**src/rtl/mons_pkg.sv**
```systemverilog
// mons_pkg: formation FSM states and display colours shared with the tank renderer
package mons_pkg;
  typedef enum logic [2:0] {MARCH_R, MARCH_L, DESC_R, DESC_L, HALT} state_t;
  localparam logic [2:0] BLACK  = 3'b000;
  localparam logic [2:0] RED    = 3'b100;
  localparam logic [2:0] GREEN  = 3'b010;
  localparam logic [2:0] PURPLE = 3'b101;
endpackage

```
**src/rtl/monster_formation_if.sv**
```systemverilog
// monster_formation_if: move/kill/scan inputs and pixel/status outputs of the monster row
interface monster_formation_if #(parameter int N_MONS = 5);
  logic              tick;
  logic [9:0]        hCount;
  logic [9:0]        vCount;
  logic              kill_valid;
  logic [3:0]        kill_idx;
  logic              mons_pixel;
  logic [3:0]        hit_idx;
  logic [N_MONS-1:0] alive;
  logic [4:0]        kill_count;
  logic              all_dead;
  logic              reached_bottom;
  modport master (
    output tick, hCount, vCount, kill_valid, kill_idx,
    input  mons_pixel, hit_idx, alive, kill_count, all_dead, reached_bottom
  );
  modport slave (
    input  tick, hCount, vCount, kill_valid, kill_idx,
    output mons_pixel, hit_idx, alive, kill_count, all_dead, reached_bottom
  );
endinterface

```
**src/rtl/mons_edge_finder.sv**
```systemverilog
// mons_edge_finder: lowest and highest live monster index, plus whether any is alive
module mons_edge_finder #(
  parameter int N_MONS = 5
) (
  input  logic [N_MONS-1:0] i_alive,
  output logic [3:0]        o_lo,
  output logic [3:0]        o_hi,
  output logic              o_any
);
  // two priority encoders scanning from opposite ends
  always_comb begin
    o_lo = '0;
    o_hi = '0;
    for (int i = N_MONS - 1; i >= 0; i--) if (i_alive[i]) o_lo = 4'(i);
    for (int i = 0; i < N_MONS; i++) if (i_alive[i]) o_hi = 4'(i);
  end
  assign o_any = |i_alive;
endmodule

```
**src/rtl/monster_formation.sv**
```systemverilog
// monster_formation: marching monster row with kills and registered pixel hit; MONS_DESCEND_EN adds descend steps
module monster_formation
  import mons_pkg::*;
#(
  parameter int N_MONS  = 5,
  parameter int SPACING = 100,
  parameter int X_START = 250,
  parameter int Y_START = 100,
  parameter int X_MIN   = 150,
  parameter int X_MAX   = 780,
  parameter int STEP_X  = 2,
  parameter int STEP_Y  = 10,
  parameter int Y_LIMIT = 420,
  parameter int HALF_W  = 5,
  parameter int HALF_H  = 3
) (
  input logic                clk,
  input logic                rst,
  monster_formation_if.slave bus
);
  localparam logic [10:0] SP   = 11'(SPACING);
  localparam logic [10:0] XS   = 11'(X_START);
  localparam logic [10:0] YS   = 11'(Y_START);
  localparam logic [10:0] XMIN = 11'(X_MIN);
  localparam logic [10:0] XMAX = 11'(X_MAX);
  localparam logic [10:0] SX   = 11'(STEP_X);
  localparam logic [10:0] SY   = 11'(STEP_Y);
  localparam logic [10:0] YL   = 11'(Y_LIMIT);
  localparam logic [10:0] HW   = 11'(HALF_W);
  localparam logic [10:0] HH   = 11'(HALF_H);
`ifdef MONS_DESCEND_EN
  localparam state_t AT_R = DESC_R;
  localparam state_t AT_L = DESC_L;
`else
  localparam state_t AT_R = MARCH_L;
  localparam state_t AT_L = MARCH_R;
`endif
  state_t            r_state, w_state;
  logic [10:0]       r_x, r_y, w_x, w_y, w_left, w_right, w_h, w_v;
  logic [N_MONS-1:0] r_alive, w_kill, w_hit;
  logic [15:0]       w_onehot;
  logic [4:0]        r_kill_count;
  logic [3:0]        w_lo, w_hi, w_hit_idx, r_hit_idx;
  logic              w_any, w_bottom, r_bottom, r_all_dead, r_pixel;

  mons_edge_finder #(.N_MONS(N_MONS)) u_edge (
    .i_alive (r_alive),
    .o_lo    (w_lo),
    .o_hi    (w_hi),
    .o_any   (w_any)
  );

  assign w_left   = r_x + {7'd0, w_lo} * SP - HW;
  assign w_right  = r_x + {7'd0, w_hi} * SP + HW;
  assign w_onehot = 16'(1) << bus.kill_idx;
  assign w_kill   = bus.kill_valid ? w_onehot[N_MONS-1:0] & r_alive : '0;
  assign w_h      = {1'b0, bus.hCount};
  assign w_v      = {1'b0, bus.vCount};

  for (genvar k = 0; k < N_MONS; k++) begin : g_mon
    localparam logic [10:0] OFF = 11'(k * SPACING);
    assign w_hit[k] = r_alive[k] && (r_x + OFF - HW <= w_h) && (w_h <= r_x + OFF + HW)
                      && (r_y - HH <= w_v) && (w_v <= r_y + HH);
  end

  // lowest covering index wins the pixel
  always_comb begin
    w_hit_idx = '0;
    for (int i = N_MONS - 1; i >= 0; i--) if (w_hit[i]) w_hit_idx = 4'(i);
  end

  // next position and state; an empty row halts whether or not tick is present
  always_comb begin
    w_state  = r_state;
    w_x      = r_x;
    w_y      = r_y;
    w_bottom = r_bottom;
    if (!w_any) w_state = HALT;
    else if (bus.tick)
      case (r_state)
        MARCH_R: if (w_right + SX > XMAX) w_state = AT_R; else w_x = r_x + SX;
        MARCH_L: if (w_left < XMIN + SX) w_state = AT_L; else w_x = r_x - SX;
`ifdef MONS_DESCEND_EN
        DESC_R, DESC_L: begin
          w_y     = r_y + SY;
          w_state = (r_state == DESC_R) ? MARCH_L : MARCH_R;
          if (r_y + SY + HH >= YL) begin
            w_state  = HALT;
            w_bottom = 1'b1;
          end
        end
`endif
        default: ;
      endcase
  end

  // formation registers, kill bookkeeping and the registered pixel result
  always_ff @(posedge clk) begin
    if (rst) begin
      r_state      <= MARCH_R;
      r_x          <= XS;
      r_y          <= YS;
      r_alive      <= '1;
      r_kill_count <= '0;
      r_all_dead   <= 1'b0;
      r_bottom     <= 1'b0;
      r_pixel      <= 1'b0;
      r_hit_idx    <= '0;
    end else begin
      r_state      <= w_state;
      r_x          <= w_x;
      r_y          <= w_y;
      r_alive      <= r_alive & ~w_kill;
      r_kill_count <= r_kill_count + 5'(|w_kill);
      r_all_dead   <= r_all_dead | ~w_any;
      r_bottom     <= w_bottom;
      r_pixel      <= |w_hit;
      r_hit_idx    <= w_hit_idx;
    end
  end

  assign bus.mons_pixel     = r_pixel;
  assign bus.hit_idx        = r_hit_idx;
  assign bus.alive          = r_alive;
  assign bus.kill_count     = r_kill_count;
  assign bus.all_dead       = r_all_dead;
  assign bus.reached_bottom = r_bottom;
endmodule

```
**src/flat_wrapper.sv**
```systemverilog
// flat-port wrapper written by rule: the top's interface ports become plain ports
module monster_formation_flat import mons_pkg::*;
#(
  parameter int N_MONS  = 5,
  parameter int SPACING = 100,
  parameter int X_START = 250,
  parameter int Y_START = 100,
  parameter int X_MIN   = 150,
  parameter int X_MAX   = 780,
  parameter int STEP_X  = 2,
  parameter int STEP_Y  = 10,
  parameter int Y_LIMIT = 420,
  parameter int HALF_W  = 5,
  parameter int HALF_H  = 3
)
  (clk, rst, bus_tick, bus_hCount, bus_vCount, bus_kill_valid, bus_kill_idx, bus_mons_pixel, bus_hit_idx, bus_alive, bus_kill_count, bus_all_dead, bus_reached_bottom);
  monster_formation_if #(.N_MONS(N_MONS)) bus_i ();
  input logic clk;
  input logic rst;
  input wire logic [$bits(bus_i.tick)-1:0] bus_tick;
  input wire logic [$bits(bus_i.hCount)-1:0] bus_hCount;
  input wire logic [$bits(bus_i.vCount)-1:0] bus_vCount;
  input wire logic [$bits(bus_i.kill_valid)-1:0] bus_kill_valid;
  input wire logic [$bits(bus_i.kill_idx)-1:0] bus_kill_idx;
  output wire logic [$bits(bus_i.mons_pixel)-1:0] bus_mons_pixel;
  output wire logic [$bits(bus_i.hit_idx)-1:0] bus_hit_idx;
  output wire logic [$bits(bus_i.alive)-1:0] bus_alive;
  output wire logic [$bits(bus_i.kill_count)-1:0] bus_kill_count;
  output wire logic [$bits(bus_i.all_dead)-1:0] bus_all_dead;
  output wire logic [$bits(bus_i.reached_bottom)-1:0] bus_reached_bottom;
  assign bus_i.tick = bus_tick;
  assign bus_i.hCount = bus_hCount;
  assign bus_i.vCount = bus_vCount;
  assign bus_i.kill_valid = bus_kill_valid;
  assign bus_i.kill_idx = bus_kill_idx;
  assign bus_mons_pixel = bus_i.mons_pixel;
  assign bus_hit_idx = bus_i.hit_idx;
  assign bus_alive = bus_i.alive;
  assign bus_kill_count = bus_i.kill_count;
  assign bus_all_dead = bus_i.all_dead;
  assign bus_reached_bottom = bus_i.reached_bottom;
  monster_formation #(.N_MONS(N_MONS), .SPACING(SPACING), .X_START(X_START), .Y_START(Y_START), .X_MIN(X_MIN), .X_MAX(X_MAX), .STEP_X(STEP_X), .STEP_Y(STEP_Y), .Y_LIMIT(Y_LIMIT), .HALF_W(HALF_W), .HALF_H(HALF_H)) u_core (.clk(clk), .rst(rst), .bus(bus_i));
endmodule
```
**config.mk**
```make
export PLATFORM = sky130hd
export DESIGN_NAME = monster_formation_flat
export DESIGN_NICKNAME = d
export VERILOG_FILES = /design/src/rtl/mons_pkg.sv /design/src/rtl/monster_formation_if.sv /design/src/rtl/mons_edge_finder.sv /design/src/rtl/monster_formation.sv /design/src/flat_wrapper.sv
export SDC_FILE = /design/constraint.sdc
export NUM_CORES = 1
export LEC_CHECK = 0
export BUFFER_PORTS_ARGS = -buffer_cell sky130_fd_sc_hd__buf_4
export CORE_ASPECT_RATIO = 2
export CORE_MARGIN = 1
export CORE_UTILIZATION = 31
export DETAILED_ROUTE_END_ITERATION = 10
export SYNTH_ARGS = -nofsm -noshare
export SYNTH_HDL_FRONTEND = slang
export SYNTH_HIERARCHICAL = 1
export SYNTH_SLANG_ARGS = --single-unit
export TNS_END_PERCENT = 100
```
**constraint.sdc**
```tcl
create_clock -name clk -period 10.65 [get_ports clk]
set_input_delay 0 -clock clk [delete_from_list [all_inputs] [get_ports clk]]
set_output_delay 0 -clock clk [all_outputs]
set_load 0.03 [all_outputs]
```
==> results of run 1 <==
[synthesized netlist by cell type (all sizes together), types with 3 or more instances]
master,count,area share
buf,21,0.018
or3,8,0.0074
and3,13,0.012
o21ai,35,0.026
nor2b,18,0.017
and2,4,0.0037
ha,152,0.28
nor4b,3,0.0048
clkbuf,10,0.0055
or4,5,0.0055
inv,72,0.040
nand4,19,0.018
nand2,64,0.036
nor2,51,0.029
nor4,8,0.0074
nand3,39,0.029
xnor2,72,0.098
a211oi,17,0.020
a211o,4,0.0052
xor2,37,0.049
or2,4,0.0037
nand2b,8,0.0074
o2111ai,6,0.0078
a41oi,3,0.0039
fa,5,0.015
a21o,18,0.020
o211ai,13,0.014
dfxtp,27,0.080
nor3,19,0.015
o2111a,3,0.0050
a21oi,51,0.038
o41ai,6,0.0078
nand3b,3,0.0033
a31oi,10,0.011
[cell usage in the layout (no fill, tap or decap), types with 8 or more instances in the layout]
cell type                  instances
sky130_fd_sc_hd__buf_4            50
sky130_fd_sc_hd__nor3_1           18
sky130_fd_sc_hd__nand4_1          19
sky130_fd_sc_hd__o211ai_1         13
sky130_fd_sc_hd__a211oi_1         15
sky130_fd_sc_hd__o21ai_0          32
sky130_fd_sc_hd__ha_1            152
sky130_fd_sc_hd__nand3_1          39
sky130_fd_sc_hd__xor2_1           36
sky130_fd_sc_hd__xnor2_1          68
sky130_fd_sc_hd__nor4_1            8
sky130_fd_sc_hd__nor2b_1          18
sky130_fd_sc_hd__inv_1            70
sky130_fd_sc_hd__nand2b_1          8
sky130_fd_sc_hd__and3_1           13
sky130_fd_sc_hd__a21oi_1          50
sky130_fd_sc_hd__a21o_1           18
sky130_fd_sc_hd__dfxtp_1          27
sky130_fd_sc_hd__or3_1             8
sky130_fd_sc_hd__nand2_1          64
sky130_fd_sc_hd__a31oi_1           9
sky130_fd_sc_hd__nor2_1           50
[worst max-delay path, delay by kind of cell (launching register included)]
kind | cells | cell delay, ns
AOI/OAI and AO/OA | 3 | 0.96
xor gates and xnor gates | 1 | 0.09
adders and majority gates | 2 | 0.95
buffers and inverters | 1 | 0.41
DFF | 1 | 0.83
and+or+nand+nor | 8 | 1.58
[registers in the layout, indices dropped and copies added, names as in the netlist]
name	cells
u_core/r_x	10
u_core/bus.hit_idx	3
u_core/r_state	2
u_core/bus.alive	5
u_core/bus.mons_pixel	1
u_core/bus.kill_count	5
u_core/bus.all_dead	1
[cell families after synthesis]
kind of cell	after synthesis	synth area share
other	2	0.00111
xor gates and xnor gates	109	0.147
and+or+nand+nor	275	0.210
DFF	27	0.0799
AOI/OAI and AO/OA	195	0.199
buffers and inverters	104	0.0644
muxes	2	0.00333
adders and majority gates	157	0.296
[stage by stage]
step / hold WS, ns / std cells / total power [mW] / area [um^2]
after floorplan: 0.0716 / 873 / 1.23 / 6770
after detailed placement: 0.264 / 1165 / 1.62 / 7330
final: 0.0567 / 1171 / 1.74 / 7430
after global placement: 0.256 / 1165 / 1.61 / 7330
after global routing: 0.0750 / 1171 / 1.89 / 7430
after CTS: 0.0477 / 1171 / 1.72 / 7430
[power by group through the flow]
stage | sequential, mW | combinational [mW] | clock, mW
6_report | 0.143 | 1.51 | 0.0880
5_1_grt | 0.143 | 1.66 | 0.0944
4_1_cts | 0.142 | 1.49 | 0.0910
3_5_place_dp | 0.144 | 1.48 | 0
3_3_place_gp | 0.143 | 1.47 | 0
2_1_floorplan | 0.134 | 1.10 | 0
[layout make-up]
cell class | count | area [um^2] | share of cell area
multi-input cells | 742 | 5800 | 0.780
flip-flops and latches | 27 | 541 | 0.0728
repair buffers | 52 | 395 | 0.0532
well taps | 273 | 342 | 0.0460
inverters | 73 | 274 | 0.0369
clock buffers | 4 | 78.8 | 0.0106
[path summary, 6_finish.rpt]
kind                                          start                    end  slack (ns)
worst max register to register        u_core/r_x[2]  u_core/bus.hit_idx[2]        5.70
worst max-delay path                  u_core/r_x[2]  u_core/bus.hit_idx[2]        5.70
worst min register to register  u_core/bus.all_dead    u_core/bus.all_dead        0.46
worst min-delay path                bus_kill_idx[1]    u_core/bus.alive[3]        0.06
[routing by layer]
metal  vias to the layer above  wire, um  GRT usage
li1                       3203         -          -
met3                        92       551     0.0120
met5                         -         0          0
met4                         0      2300      0.178
met1                      3196      7660      0.182
met2                       177     12700      0.408
==> flow_metrics.env, run 1 <==
export IMPL_critical_path_max_stage_delay_ns=0.83
export IMPL_synth_area_mm2=0.00677
export IMPL_clkSlewWorstSetupHoldPaths_ns=0.07
export IMPL_max_cap_violations=0
export IMPL_globalRouteTotalUtil=0.206
export IMPL_gpl_final_weighted_congestion=0.948
export IMPL_clock_sinks=27
export IMPL_timing_setup_critical_path_class="reg -> reg"
export IMPL_synth_flop_cell="sky130_fd_sc_hd__dfxtp_1"
export IMPL_p_sw_frac=0.567
export IMPL_number_of_warnings_reported_in_the_yosys_synthesis_log=6
export IMPL_worstPathRequired_ns=10.81
export IMPL_place_detailed_hpwl_um=19100
export IMPL_synth_cell_type_count=76
export IMPL_std_cell_rows=76
export IMPL_grt_overflow=0
export IMPL_grt_first_pass_wirelength_um=35100
export IMPL_antenna_cells=0
export IMPL_placement_setup_worst_slack_ns=5.86
export IMPL_die_width_um=106
export IMPL_power_per_cell_area_mw_per_mm2=234
export IMPL_cts_stage_hold_buffer_count=2
export IMPL_start_util=0.315
export IMPL_final_util=0.346
export IMPL_crit_path_cell_trace="inv_1 -> ha_1 -> nand3_1 -> nor3_1 -> nand2_1 -> nor2_1 -> xor2_1 -> ha_1 -> nand4_1 -> or4_1 -> o41a_1 -> a211o_1 -> a211oi_2 -> nor2b_1 -> and4_1"
export IMPL_detail_route_first_pass_iterations=5
export IMPL_timing_critical_path_mode_cell="sky130_fd_sc_hd__ha_1"
export IMPL_routed_via_density=5.69
export IMPL_worst_path_max_delay_cell="sky130_fd_sc_hd__dfxtp_1"
export IMPL_number_of_vias_after_detailed_routing=6668
export IMPL_cp_arrival_ns=5.11
export IMPL_n_fill_cell=2378
export IMPL_chipHeight_um=211
export IMPL_period_minus_slack_ns=4.95
export IMPL_die_area_mm2=0.0225
export IMPL_combinationalPowerShare=0.867
export IMPL_clock_buffer_depth=2
export IMPL_numCtsBuffers=3
export IMPL_fin_crit_sh=0.465
export IMPL_timing_critical_path_to_type="flip-flop"
export IMPL_clock_power_share=0.051
export IMPL_fin_setup_tns_ns=0
export IMPL_io_buffer_count=42
export IMPL_antenna_found_initial=0
export IMPL_cts_setup_buffers=0
export IMPL_synth_edf_count=0
export IMPL_wl_per_cell_um=19.8
export IMPL_peakVddDrop_uv=85.3
export IMPL_post_synthesis_mean_instance_area_um2=7.77
export IMPL_core_region_area_mm2=0.0215
export IMPL_largest_net_degree_at_the_start_of_global_routing=27
export IMPL_final_net_count=1084
export IMPL_post_cts_resized=0
export IMPL_tritoncts_clock_tree="built"
export IMPL_ys_seq_area_frac=0.0799
export IMPL_drt_drc_violations_left=0
export IMPL_timing_worst_slew_pin_value_ns=1.07
export IMPL_max_freq_ghz=0.202
export IMPL_clkLatencyLatePin_ns=0.27
export IMPL_route_final_wire_length_um=23200
export IMPL_sequential_power_share=0.082
export IMPL_detailedRoute_firstIterationViolations=263
export IMPL_finalSetupViolCount=0
export IMPL_top_level_ports=45
export IMPL_rsz_0062_raised_after_global_routing="no"
export IMPL_cell_internal_pwr_mw=0.752
export IMPL_async_reset_ff_frac=0
export IMPL_fraction_of_layout_cells_with_a_size_suffix_above_1=0.0835
export IMPL_hold_path_depth=4
export IMPL_antenna_violating_nets_post_route=0
export IMPL_worst_slew_margin_relative_to_its_limit=0.277
export IMPL_max_clock_skew_ns=0.0110
export IMPL_first_global_vias=6575
export IMPL_h_tree_depth=1
export IMPL_areaGrowthSynthToFinish_pct=9.78
export IMPL_synthesis_instances=871
export IMPL_r2r_worst_path_cells=15
export IMPL_outcome="finished clean"
export IMPL_finalHoldViolations=0
export IMPL_synth_ff_latch_count=27
export IMPL_timing_critical_path_from_type="flip-flop"
export IMPL_fin_ws_ns=5.70
export IMPL_power_leakage_nw=3.36
export IMPL_timing_hold_worst_class="in -> reg"
export IMPL_total_switching_power_mw=0.986
export IMPL_ctsRootBufferMaster="sky130_fd_sc_hd__clkbuf_16"
export IMPL_maximum_fanout_along_the_worst_path=19
export IMPL_timing_max_transition_violations_final=0
No activity file was read; power rests on OpenSTA's default activity.
==> run 2, diff against run 1 <==
- clock period: 10.65 -> 4.38 ns (I/O delays scaled with it)
==> run 2 against run 1 <==
  * Global-route usage shrank 0.15 points
  * Clock skew is 0.0071 ns lower
  * Fmax rose by 19%
  * Via count down 0.75%
  * Combinational power rose by 150%
  * Worst setup slack worse by 5.5 ns
  * Die area unchanged
  * Sequential share of layout area is 0.24 points lower
==> flow_metrics.env, run 2 (same netlist as run 1, synthesis figures left out) <==
export IMPL_outcome="finished clean"
export IMPL_cp_arrival_ns=4.37
export IMPL_peakVddDrop_uv=199
export IMPL_first_global_vias=6866
export IMPL_clkSlewWorstSetupHoldPaths_ns=0.07
export IMPL_clock_sinks=27
export IMPL_globalRouteTotalUtil=0.204
export IMPL_timing_critical_path_to_type="flip-flop"
export IMPL_grt_first_pass_wirelength_um=35200
export IMPL_route_final_wire_length_um=22400
export IMPL_antenna_cells=0
export IMPL_largest_register="u_core/r_x"
export IMPL_placement_setup_worst_slack_ns=0.276
export IMPL_timing_max_transition_violations_final=0
export IMPL_finalSetupViolCount=0
export IMPL_std_cell_rows=76
export IMPL_start_util=0.315
export IMPL_r2r_worst_path_cells=15
export IMPL_max_cap_violations=0
export IMPL_timing_setup_critical_path_class="reg -> reg"
export IMPL_n_fill_cell=2345
export IMPL_rsz_0062_raised_after_global_routing="no"
export IMPL_largest_register_ff_count=10
export IMPL_routed_via_density=5.50
export IMPL_timing_hold_worst_class="in -> reg"
export IMPL_io_buffer_count=42
export IMPL_antenna_found_initial=0
export IMPL_number_of_vias_after_detailed_routing=6618
export IMPL_top_level_ports=45
export IMPL_area_of_combinational_cells_with_multiple_inputs_mm2=0.00580
export IMPL_design_power_total_mw=4.31
export IMPL_tritoncts_clock_tree="built"
export IMPL_final_common_cell="sky130_fd_sc_hd__ha_1"
export IMPL_r2r_start="u_core/r_x[4]"
export IMPL_maximum_fanout_along_the_worst_path=9
export IMPL_finalInstanceArea_mm2=0.00768
export IMPL_place_area_mm2=0.00757
export IMPL_power_per_cell_area_mw_per_mm2=561
export IMPL_antenna_violating_nets_post_route=0
export IMPL_areaGrowthSynthToFinish_pct=13.5
export IMPL_fraction_of_layout_cells_with_a_size_suffix_above_1=0.118
export IMPL_worstHoldStart="bus_kill_idx[1]"
export IMPL_numPlacedInstances=1197
export IMPL_fin_crit_sh=0.954
export IMPL_die_area_mm2=0.0225
export IMPL_fin_ws_ns=0.203
export IMPL_gpl_final_weighted_congestion=0.961
export IMPL_ctsRootBufferMaster="sky130_fd_sc_hd__clkbuf_16"
export IMPL_place_detailed_hpwl_um=19100
export IMPL_core_region_area_mm2=0.0215
export IMPL_finalHoldViolations=0
export IMPL_most_common_layout_cells="sky130_fd_sc_hd__ha_1 (152), sky130_fd_sc_hd__buf_4 (82), sky130_fd_sc_hd__inv_1 (70), sky130_fd_sc_hd__xnor2_1 (68), sky130_fd_sc_hd__nand2_1 (64)"
export IMPL_max_clock_skew_ns=0.00390
export IMPL_drt_drc_violations_left=0
export IMPL_clkLatencyLatePin_ns=0.28
export IMPL_finish_cell_count_without_fillers=1203
export IMPL_detailedRoute_firstIterationViolations=248
export IMPL_worstPathRequired_ns=4.58
export IMPL_h_tree_depth=1
export IMPL_worst_hold_path_endpoint="u_core/bus.alive[2]"
export IMPL_clock_buffer_depth=2
export IMPL_detail_route_first_pass_iterations=6
export IMPL_numCtsBuffers=3
export IMPL_chipHeight_um=211
export IMPL_hold_path_depth=4
export IMPL_largest_net_degree_at_the_start_of_global_routing=17
export IMPL_timing_worst_slew_pin_value_ns=0.881
export IMPL_power_leakage_nw=3.52
export IMPL_final_net_count=1116
export IMPL_ff_latch_area_um2=541
export IMPL_reg2reg_slack_ns=0.20
export IMPL_wl_per_cell_um=18.6
export IMPL_timing_critical_path_from_type="flip-flop"
export IMPL_timing_critical_path_from="u_core/r_x[4]"
export IMPL_grt_overflow=0
export IMPL_die_width_um=106
export IMPL_worst_slew_margin_relative_to_its_limit=0.407
export IMPL_max_freq_ghz=0.239
export IMPL_fin_setup_tns_ns=0
export IMPL_terminus_of_the_critical_flop_to_flop_path="u_core/bus.mons_pixel"
export IMPL_period_minus_slack_ns=4.18
-- run 2: layout make-up --
cell class                 count  area share
clock buffer                   3     0.00978
multi-input combinational    742       0.756
sequential                    27      0.0704
timing repair buffer          84      0.0828
clock inverter                 1    0.000652
inverter                      73      0.0357
tap                          273      0.0445
-- run 2: worst max-delay path: stages (launching register included) --
cell and delay (ns):
sky130_fd_sc_hd__dfxtp_1 0.49, sky130_fd_sc_hd__buf_4 0.27, sky130_fd_sc_hd__ha_1 0.20, sky130_fd_sc_hd__xor2_1 0.32
sky130_fd_sc_hd__nand4_1 0.29, sky130_fd_sc_hd__nor3_1 0.24, sky130_fd_sc_hd__a31oi_1 0.07, sky130_fd_sc_hd__xnor2_1 0.14
sky130_fd_sc_hd__ha_1 0.31, sky130_fd_sc_hd__nand3_1 0.08, sky130_fd_sc_hd__or4_1 0.50, sky130_fd_sc_hd__a311oi_1 0.44
sky130_fd_sc_hd__buf_4 0.23, sky130_fd_sc_hd__o2111a_1 0.24, sky130_fd_sc_hd__nor2_1 0.05, sky130_fd_sc_hd__a41oi_1 0.20
-- run 2: through the flow --
step                      utilization  hold slack, ns
final                           0.357          0.0445
after global routing            0.357          0.0623
after CTS                       0.357          0.0426
after detailed placement        0.352           0.269
after global placement          0.352           0.255
after floorplan                     -          0.0716
-- run 2: routing by layer --
layer / track usage / up-vias / wire length (um)
met3: 0.0176 / 110 / 582
li1: - / 3274 / -
met5: 0 / - / 0
met2: 0.400 / 169 / 12200
met4: 0.195 / 0 / 2370
met1: 0.174 / 3065 / 7220
-- run 2: worst max-delay path by stage --
stage                     cells after the start                    end  slack, ns
after floorplan                              14          u_core/r_x[2]       0.37
after global placement                       15  u_core/bus.mons_pixel       0.26
after detailed placement                     15  u_core/bus.mons_pixel       0.28
after CTS                                    17          u_core/r_x[5]       0.23
after global routing                         18          u_core/r_x[5]       0.02
final                                        15  u_core/bus.mons_pixel       0.20
-- run 2: power breakdown --
group          switching (mW)  internal (mW)  total [mW]
Combinational            2.17           1.55        3.72
Clock                  0.0976          0.124       0.221
Sequential             0.0870          0.278       0.365
Total                    2.35           1.95        4.31
-- run 2: repair_timing --
item / CTS / global route
endpoints found under the hold margin: 1 / 0
buffers inserted: 0 / 0
gates resized for setup: 0 / 2
setup endpoints to repair: 0 / 6
hold buffers: 2 / 0
==> run 3, diff against run 2 <==
- SYNTH_HIERARCHICAL: 1 -> default
==> run 3 against run 2 <==
  * Sequential power down 5%
  * Synthesized cell count down 4.2%
  * Critical path depth increased by 3
  * Worst setup slack gained 0.12 ns
  * Die area decreased by 4.5%
  * Fmax increased by 2.9%
  * Design area is 4.4% lower
  * Wire length shrank 4.7%
  * Count of clock-buffer cells in the layout is the same
  * Non-clock buffer count down 7
  * First-iteration DRC count decreased by 16%
  * Highest routed layer unchanged
==> flow_metrics.env, run 3 <==
export IMPL_outcome="finished clean"
export IMPL_antenna_cells=0
export IMPL_finalSetupViolCount=0
export IMPL_p_sw_frac=0.546
export IMPL_sum_of_buffers_and_inverters_on_the_critical_path=4
export IMPL_sequential_power_share=0.074
export IMPL_max_freq_ghz=0.246
export IMPL_clock_buffer_depth=2
export IMPL_antenna_violating_nets_post_route=0
export IMPL_ctsRootBufferMaster="sky130_fd_sc_hd__clkbuf_16"
export IMPL_tritoncts_clock_tree="built"
export IMPL_std_cell_rows=74
export IMPL_timing_critical_path_from="u_core.bus.alive[2]"
export IMPL_fin_crit_sh=0.927
export IMPL_ys_seq_area_frac=0.0837
export IMPL_largest_net_degree_at_the_start_of_global_routing=18
export IMPL_power_leakage_nw=3.33
export IMPL_die_width_um=104
export IMPL_r2r_start="u_core.bus.alive[2]"
export IMPL_io_buffer_count=42
export IMPL_fin_setup_tns_ns=0
export IMPL_timing_critical_path_to_type="flip-flop"
export IMPL_most_common_layout_cells="sky130_fd_sc_hd__ha_1 (141), sky130_fd_sc_hd__buf_4 (75), sky130_fd_sc_hd__xnor2_1 (73), sky130_fd_sc_hd__nand2_1 (71), sky130_fd_sc_hd__inv_1 (59)"
export IMPL_n_fill_cell=2157
export IMPL_clock_power_share=0.048
export IMPL_wl_per_cell_um=18.4
export IMPL_worst_path_max_delay_cell="sky130_fd_sc_hd__o41a_1"
export IMPL_max_cap_violations=0
export IMPL_number_of_vias_after_detailed_routing=6470
export IMPL_synth_ff_latch_count=27
export IMPL_r2r_worst_path_cells=18
export IMPL_synth_most_common_cell="sky130_fd_sc_hd__ha_1"
export IMPL_globalRouteTotalUtil=0.199
export IMPL_timing_setup_critical_path_class="reg -> reg"
export IMPL_place_detailed_hpwl_um=18400
export IMPL_antenna_found_initial=0
export IMPL_gpl_final_weighted_congestion=0.914
export IMPL_synthesis_instances=834
export IMPL_chipHeight_um=206
export IMPL_cts_setup_buffers=0
export IMPL_worstPathRequired_ns=4.52
export IMPL_finalHoldViolations=0
export IMPL_first_global_vias=6651
export IMPL_drt_drc_violations_left=0
export IMPL_power_per_cell_area_mw_per_mm2=638
export IMPL_final_common_cell="sky130_fd_sc_hd__ha_1"
export IMPL_h_tree_depth=1
export IMPL_total_switching_power_mw=2.56
export IMPL_synth_edf_count=0
export IMPL_core_region_area_mm2=0.0205
export IMPL_worst_path_stages=18
export IMPL_timing_max_transition_violations_final=0
export IMPL_rsz_0062_raised_after_global_routing="no"
export IMPL_final_net_count=1066
export IMPL_start_util=0.316
export IMPL_grt_overflow=0
export IMPL_detail_route_first_pass_iterations=5
export IMPL_ys_top_cells_by_count="sky130_fd_sc_hd__ha_1 (141), sky130_fd_sc_hd__xnor2_1 (73), sky130_fd_sc_hd__nand2_1 (71)"
export IMPL_route_final_wire_length_um=21300
export IMPL_fraction_of_layout_cells_with_a_size_suffix_above_1=0.120
export IMPL_fin_ws_ns=0.321
export IMPL_synth_area_mm2=0.00646
export IMPL_async_reset_ff_frac=0
export IMPL_critical_path_max_stage_delay_ns=0.56
export IMPL_largest_register="u_core.r_x"
export IMPL_cp_endpoint="u_core.r_x[7]"
export IMPL_max_clock_skew_ns=0.00668
export IMPL_synth_cell_type_count=75
export IMPL_worst_slew_margin_relative_to_its_limit=0.432
export IMPL_number_of_warnings_reported_in_the_yosys_synthesis_log=0
export IMPL_areaGrowthSynthToFinish_pct=13.7
export IMPL_synth_flop_cell="sky130_fd_sc_hd__dfxtp_1"
export IMPL_synth_area_top_cells="sky130_fd_sc_hd__ha_1 (27%), sky130_fd_sc_hd__xnor2_1 (9.9%), sky130_fd_sc_hd__dfxtp_1 (8.4%), sky130_fd_sc_hd__a21oi_1 (4.3%), sky130_fd_sc_hd__nand2_1 (4.1%)"
export IMPL_combinationalPowerShare=0.878
export IMPL_detailedRoute_firstIterationViolations=209
export IMPL_die_area_mm2=0.0214
export IMPL_reg2reg_slack_ns=0.32
export IMPL_grt_first_pass_wirelength_um=33000
export IMPL_clkLatencyLatePin_ns=0.27
export IMPL_worst_path_dominant_cell_family="compound AO/OA/AOI/OAI gates"
export IMPL_crit_path_cell_trace="nor2_1 -> nand3_1 -> inv_1 -> ha_1 -> inv_1 -> ha_1 -> inv_1 -> ha_1 -> inv_1 -> ha_1 -> or2_2 -> a211oi_1 -> a21oi_1 -> xor2_1 -> a31oi_1 -> o41a_1 -> o21ai_0 -> o211ai_1"
export IMPL_terminus_of_the_critical_flop_to_flop_path="u_core.r_x[7]"
export IMPL_numCtsBuffers=3
export IMPL_placement_setup_worst_slack_ns=0.248
export IMPL_routed_via_density=5.58
export IMPL_timing_critical_path_from_type="flip-flop"
export IMPL_largest_register_ff_count=10
export IMPL_yosys_area_top_type="sky130_fd_sc_hd__ha_1"
export IMPL_timing_worst_slew_pin_value_ns=0.851
export IMPL_maximum_fanout_along_the_worst_path=7
export IMPL_cell_internal_pwr_mw=2.12
export IMPL_post_synthesis_mean_instance_area_um2=7.74
export IMPL_cp_arrival_ns=4.20
export IMPL_peakVddDrop_uv=227
export IMPL_top_level_ports=45
export IMPL_timing_hold_worst_class="in -> reg"
export IMPL_clock_sinks=27
export IMPL_period_minus_slack_ns=4.06
export IMPL_netlist_area_leader_share=0.273
export IMPL_clkSlewWorstSetupHoldPaths_ns=0.08
## run 3: cell types whose count changed in the layout (fill, tap and decap cells not counted), sizes merged, moves of 6 or more
cell	change
nand2	+8
a211oi	-6
inv	-8
xnor2	+6
a2111oi	+6
o21a	+6
xor2	-9
nand3	-12
buf	-7
ha	-11
## run 3: worst min path at each step
stage                          from                        to  slack [ns]  cells past startpoint
floorplan                       rst  u_core.bus.kill_count[0]        0.07                      1
global placement    bus_kill_idx[1]       u_core.bus.alive[0]        0.24                      3
detailed placement  bus_kill_idx[1]       u_core.bus.alive[0]        0.26                      3
CTS                             rst     u_core.bus.mons_pixel        0.04                      2
global route                    rst  u_core.bus.kill_count[0]        0.06                      2
finish                          rst             u_core.r_x[2]        0.04                      2
## run 3: worst reg2reg max path: stages (launching register included)
cell	delay, ns
sky130_fd_sc_hd__dfxtp_1	0.44
sky130_fd_sc_hd__nor2_1	0.11
sky130_fd_sc_hd__nand3_1	0.13
sky130_fd_sc_hd__inv_1	0.09
sky130_fd_sc_hd__ha_1	0.29
sky130_fd_sc_hd__inv_1	0.04
sky130_fd_sc_hd__ha_1	0.27
sky130_fd_sc_hd__inv_1	0.04
sky130_fd_sc_hd__ha_1	0.26
sky130_fd_sc_hd__inv_1	0.04
sky130_fd_sc_hd__ha_1	0.32
sky130_fd_sc_hd__or2_2	0.31
sky130_fd_sc_hd__a211oi_1	0.24
sky130_fd_sc_hd__a21oi_1	0.09
sky130_fd_sc_hd__xor2_1	0.16
sky130_fd_sc_hd__a31oi_1	0.18
sky130_fd_sc_hd__o41a_1	0.56
sky130_fd_sc_hd__o21ai_0	0.25
sky130_fd_sc_hd__o211ai_1	0.12
## run 3: power by group through the flow
stage	Combinational, mW	Sequential, mW	Clock, mW
6_report	4.11	0.347	0.225
5_1_grt	4.56	0.351	0.232
4_1_cts	4.10	0.344	0.226
3_5_place_dp	4.08	0.350	0
3_3_place_gp	4.02	0.349	0
2_1_floorplan	3.00	0.339	0
## run 3: cell families after synthesis
| logic type | synth area share |
|---|---|
| AO/OA/AOI/OAI | 0.209 |
| multiplexers | 0.00833 |
| other | 0.000581 |
| AND/OR/NAND/NOR | 0.206 |
| flip-flops | 0.0837 |
| buffers and inverters | 0.0577 |
| adder cells (fa/ha/maj) | 0.283 |
| XOR/XNOR | 0.151 |
## run 3: layout make-up
| class | instances | area [um^2] | area share |
|---|---|---|---|
| multi-input cells | 720 | 5550 | 0.756 |
| flip-flops and latches | 27 | 541 | 0.0736 |
| repair buffers | 77 | 583 | 0.0794 |
| inverters | 65 | 249 | 0.0339 |
| clock buffers | 3 | 75.1 | 0.0102 |
| well taps | 266 | 333 | 0.0453 |
| clock inverters | 1 | 8.76 | 0.00119 |
## run 3: per-stage QoR
| step | hold slack, ns | total power, mW | util | cells | area (um^2) |
|---|---|---|---|---|---|
| after floorplan | 0.0716 | 3.34 | - | 836 | 6460 |
| after global placement | 0.243 | 4.37 | 0.353 | 1153 | 7230 |
| after detailed placement | 0.259 | 4.43 | 0.353 | 1153 | 7230 |
| after CTS | 0.0449 | 4.67 | 0.359 | 1159 | 7340 |
| after global routing | 0.0600 | 5.14 | 0.359 | 1159 | 7340 |
| final | 0.0420 | 4.68 | 0.359 | 1159 | 7340 |
## run 3: timing repair
item,in CTS,in global routing
hold buffers,2,0
setup endpoints to repair,0,5
hold endpoints to repair,1,0
resized for setup,0,1
## run 3: per-layer routing
layer / routed length, um / share of wire / global-route usage
met1: 6830 / 0.32 / 0.162
met2: 11400 / 0.53 / 0.398
met3: 841 / 0.039 / 0.0243
met4: 2270 / 0.11 / 0.193
met5: 0 / 0 / 0
